### src/rtl/data_mem_port.sv
// data_mem_port: synchronous byte-array data memory serving single load/store requests
// from the control path, with a fixed number of wait states per access.
// Ports:
//   clk, reset               - clock; synchronous active-high reset
//   memRead, memWrite        - request strobes, sampled only while idle (both high = store)
//   address, writeData       - captured together with the request
//   readData                 - load result, held between loads
//   dataValid                - one-cycle pulse after a load completes
//   busy                     - high while an access is in progress
// Optional build macro: DMEM_INIT_PATTERN_EN
//   defined   -> reset loads mem[i] = i (truncated to DATA_WIDTH)
//   undefined -> reset clears every location to 0
module data_mem_port #(
   parameter int ADDR_WIDTH = 5,
   parameter int DATA_WIDTH = 8,
   parameter int LATENCY    = 2   // 1..15
) (
   input  logic                  clk,
   input  logic                  reset,
   input  logic                  memRead,
   input  logic                  memWrite,
   input  logic [ADDR_WIDTH-1:0] address,
   input  logic [DATA_WIDTH-1:0] writeData,
   output logic [DATA_WIDTH-1:0] readData,
   output logic                  dataValid,
   output logic                  busy
);

   localparam int DEPTH = 1 << ADDR_WIDTH;

   typedef enum logic {
      ST_IDLE,
      ST_WAIT
   } state_t;

   state_t                state, state_next;
   logic [3:0]            cnt, cnt_next;
   logic                  capture, complete;

   logic [ADDR_WIDTH-1:0] cap_addr;
   logic [DATA_WIDTH-1:0] cap_data;
   logic                  cap_wr;

   logic [DATA_WIDTH-1:0] mem [DEPTH];

   // Next-state logic. The counter is loaded with LATENCY-1 so that the
   // completion edge lands exactly LATENCY edges after the capture edge.
   always_comb begin
      state_next = state;
      cnt_next   = cnt;
      capture    = 1'b0;
      complete   = 1'b0;
      case (state)
         ST_IDLE: begin
            if (memRead || memWrite) begin
               capture    = 1'b1;
               cnt_next   = 4'(LATENCY - 1);
               state_next = ST_WAIT;
            end
         end
         ST_WAIT: begin
            if (cnt == 4'd0) begin
               complete   = 1'b1;
               state_next = ST_IDLE;
            end else begin
               cnt_next = cnt - 4'd1;
            end
         end
         default: state_next = ST_IDLE;
      endcase
   end

   assign busy = (state == ST_WAIT);

   always_ff @(posedge clk) begin
      if (reset) begin
         // Reset drops any in-flight access: nothing is committed, no pulse.
         state     <= ST_IDLE;
         cnt       <= 4'd0;
         cap_addr  <= '0;
         cap_data  <= '0;
         cap_wr    <= 1'b0;
         readData  <= '0;
         dataValid <= 1'b0;
         for (int i = 0; i < DEPTH; i++) begin
`ifdef DMEM_INIT_PATTERN_EN
            mem[ADDR_WIDTH'(i)] <= DATA_WIDTH'(i);
`else
            mem[ADDR_WIDTH'(i)] <= '0;
`endif
         end
      end else begin
         state     <= state_next;
         cnt       <= cnt_next;
         dataValid <= complete && !cap_wr;
         if (capture) begin
            cap_addr <= address;
            cap_data <= writeData;
            // Simultaneous read+write is treated as a store.
            cap_wr   <= memWrite;
         end
         if (complete) begin
            if (cap_wr) begin
               mem[cap_addr] <= cap_data;
            end else begin
               readData <= mem[cap_addr];
            end
         end
      end
   end

endmodule

### config.mk
export PLATFORM = sky130hd
export DESIGN_NAME = data_mem_port
export DESIGN_NICKNAME = d
export VERILOG_FILES = /design/src/rtl/data_mem_port.sv
export SDC_FILE = /design/constraint.sdc
export NUM_CORES = 1
export LEC_CHECK = 0
export CORE_ASPECT_RATIO = 2
export CORE_MARGIN = 2
export CORE_UTILIZATION = 45
export DETAILED_ROUTE_END_ITERATION = 16
export HOLD_SLACK_MARGIN = 0.03
export SLEW_MARGIN = 20
export SYNTH_ARGS = -nofsm -noshare
export SYNTH_HDL_FRONTEND = slang
export SYNTH_SLANG_ARGS = --single-unit
### constraint.sdc
create_clock -name clk -period 4.75 [get_ports clk]
set_clock_uncertainty 0.15 [all_clocks]
set_input_delay 1.425 -clock clk [delete_from_list [all_inputs] [get_ports clk]]
set_output_delay 1.425 -clock clk [all_outputs]
set_load 0.005 [all_outputs]
==> flow_summary_export.csv <==
group,metric,value,unit
sta,period_minus_slack,3.24,ns
logic_synthesis,synth_cells,968,
logic_synthesis,async_flop_share,0,%
clock_tree,clk_path_buf_depth,3,
logic_synthesis,syn_avg_cell_area,13.6,um^2
detailed_routing,vias_per_cell,5.60,
power,p_total,5.33,mW
power,p_per_area,372,nW/um^2
detailed_routing,ant_nets,0,
power,swShare,23.9,%
global_routing,grt_pass1_vias,7912,
finish,fillers,2538,
logic_synthesis,synth_top_cells_by_count,"256 x and2_1, 256 x edfxtp_1, 57 x mux2i_1",
clock_tree,htree_num_levels,1,
setup_path,required,4.99,ns
finish,antenna-diode-count,0,
place,port_buffers,26,
detailed_routing,drcViolationCount,0,
setup_path,end_kind,"flop",
floorplanning,dieWidth,125,um
detailed_routing,routedWlPerCell,25.4,um
detailed_routing,wl,34000,um
power,ir_worst_vdd,0.268,mV
floorplanning,core-area,28800,um^2
hold_path,hp-class,"flop to flop",
sta,setup_tns,0,ns
power,leakage,4.99,nW
finish,area_delta_synth_final,9.03,%
clock_tree,path_clk_slew,0.07,ns
detailed_routing,vias,7511,
clock_tree,cts_root_buf,"clkbuf_16",
sta,worstMarginPinSlew,1.09,ns
setup_path,startpoint_type,"flop",
floorplanning,start_util,45.6,%
place,place.gp.congestion,0.887,
clock_tree,post_cts_buffers,0,
finish,drive_gt1_share,13.0,%
status,status,"complete, no violations",
power,p_sw,1.28,mW
detailed_routing,first_pass_iters,5,
clock_tree,clock-sinks,284,
global_routing,antenna_found_initial,1,
setup_path,worstSetupPathType,"flop to flop",
finish,multiInputGateArea,4510,um^2
hold_path,min_to,"readData[5]",
sta,final-max-slew-violation-count,0,
detailed_routing,drt_iter0_markers,560,
logic_synthesis,netlist_area,13100,um^2
clock_tree,post_cts_resize_count,0,
global_routing,busiest_layer,"met2",
power,p_int,4.06,mW
power,comb_power_share,7.5,%
global_routing,track_usage,22.6,%
power,clkPwrFrac,37.2,%
sta,setup_violations,0,
global_routing,grt_pass1_wl,50900,um
finish,seq_area,8260,um^2
setup_path,critPathMaxFanout,28,
sta,finalCritPeriodShare,68.2,%
finish,nNetsFinal,982,
setup_path,reg2reg_setup_slack,1.51,ns
global_routing,grt-ovfl-total,0,
logic_synthesis,synth_top_area_share,58.5,%
hold_path,min_path_cells,2,
logic_synthesis,ys_seq_area_share,62.7,%
logic_synthesis,synth_nets,986,
logic_synthesis,synthTopCellsByArea,"edfxtp_1 58%, and2_1 12%, mux4_2 5.5%",
setup_path,r2r-end,"readData[3]",
finish,fin_util,49.7,%
clock_tree,cts_tree,"yes",
floorplanning,num_rows,88,
hold_path,worstHoldStart,"readData[5]",
logic_synthesis,yosys_most_used_dff,"edfxtp_1",
floorplanning,dieArea,30700,um^2
logic_synthesis,synth_enable_flop_cells,256,
flow_run,maxCapViolCount,0,
clock_tree,cts_hold_buf,0,
logic_synthesis,ys_seq_elements,284,
sta,finalHoldViolCount,0,
logic_synthesis,yosysUniqueCellTypes,59,
sta,max_freq,0.309,GHz
clock_tree,cts_buffers,25,
logic_synthesis,ys_warn_count,0,
global_routing,grt_max_degree,79,
global_routing,use_met1,25.8,%
global_routing,use_met3,2.20,%
clock_tree,worstSkewPairLatency,0.54,ns
place,hpwl,22800,um
sta,rsz0062_at_grt,"no",
logic_synthesis,synth_largest_area_cell,"edfxtp_1",
floorplanning,die_h,246,um
setup_path,r2r-start,"cap_addr[0]",
floorplanning,ios,27,
setup_path,reg2regPathDepth,4,
sta,slew_headroom,27.2,%
global_routing,use_met2,41.7,%
setup_path,cp.arrival,3.48,ns
power,pwr-share-seq,55.2,%
==> per-stage QoR <==
| stage | area [um^2] | instances | worst slack, ns | hold WS, ns |
|---|---|---|---|---|
| 3_5_place_dp | 13600 | 1297 | 1.12 | 0.349 |
| 2_1_floorplan | 13100 | 968 | 1.71 | 0.318 |
| 5_1_grt | 14300 | 1341 | 1.44 | 0.389 |
| 6_report | 14300 | 1341 | 1.51 | 0.361 |
| 3_3_place_gp | 13600 | 1297 | 1.14 | 0.352 |
| 4_1_cts | 14300 | 1341 | 1.46 | 0.361 |
==> kinds of logic after synthesis <==
family / count (synthesis) / synth area share [%]
compound gates: 73 / 4.04
buf+inv: 69 / 3.00
mux: 93 / 10.5
fa+ha+maj: 1 / 0.0951
simple gates: 448 / 19.6
flops: 284 / 62.7
==> routing by layer <==
| layer | vias to the layer above | routed length [um] | part of all wire [%] |
|---|---|---|---|
| li1 | 3496 | - | - |
| met1 | 3755 | 12400 | 37 |
| met2 | 184 | 18400 | 54 |
| met3 | 76 | 1300 | 3.8 |
| met4 | 0 | 1920 | 5.6 |
| met5 | - | 0 | 0 |
==> placed cells by master, fill, tap and decap left out, drive strengths merged, types with 19 or more instances in the layout <==
master	instances
and2	256
edfxtp	256
mux2i	57
nand2	54
nor2	54
mux4	35
or2	33
clkbuf	30
dfxtp	28
clkdlybuf4s50	25
a21oi	19
==> worst max path at each step <==
stage / from / end / slack, ns / cells after the start
2_1_floorplan: reset / mem[12][0] / 1.71 / 5
3_3_place_gp: reset / mem[22][7] / 1.14 / 5
3_5_place_dp: reset / mem[6][2] / 1.12 / 5
4_1_cts: cap_addr[0] / readData[2] / 1.46 / 4
5_1_grt: cap_addr[0] / readData[3] / 1.44 / 4
6_report: cap_addr[0] / readData[3] / 1.51 / 4
==> critical path: stages, from the launching register on <==
cell	delay, ns
dfxtp_2	0.78
buf_4	0.53
mux4_2	0.62
a2111oi_2	0.80
a311oi_1	0.21
==> flip-flops by register name, summed over array words and instances, names as in the netlist <==
| register | flops |
|---|---|
| busy | 1 |
| cap_data | 8 |
| cap_addr | 5 |
| dataValid | 1 |
| readData | 8 |
| cap_wr | 1 |
| cnt | 4 |
| mem | 256 |
==> power groups by stage <==
stage | combinational, mW | sequential (mW) | clock [mW]
after detailed placement | 0.404 | 3.00 | 0
after floorplan | 0.322 | 2.89 | 0
final | 0.402 | 2.95 | 1.98
after global routing | 0.431 | 2.96 | 2.09
after global placement | 0.401 | 3.00 | 0
after CTS | 0.405 | 2.95 | 2.01
==> area by class of cell <==
class                      instances  share of cell area [%]
clock inverter                    14                   0.908
timing repair buffer              33                    2.23
multi-input combinational        615                    31.4
tap                              360                    3.14
sequential                       284                    57.6
inverter                           5                   0.131
clock buffer                      30                    4.49
(Power assumes the default switching activity.)
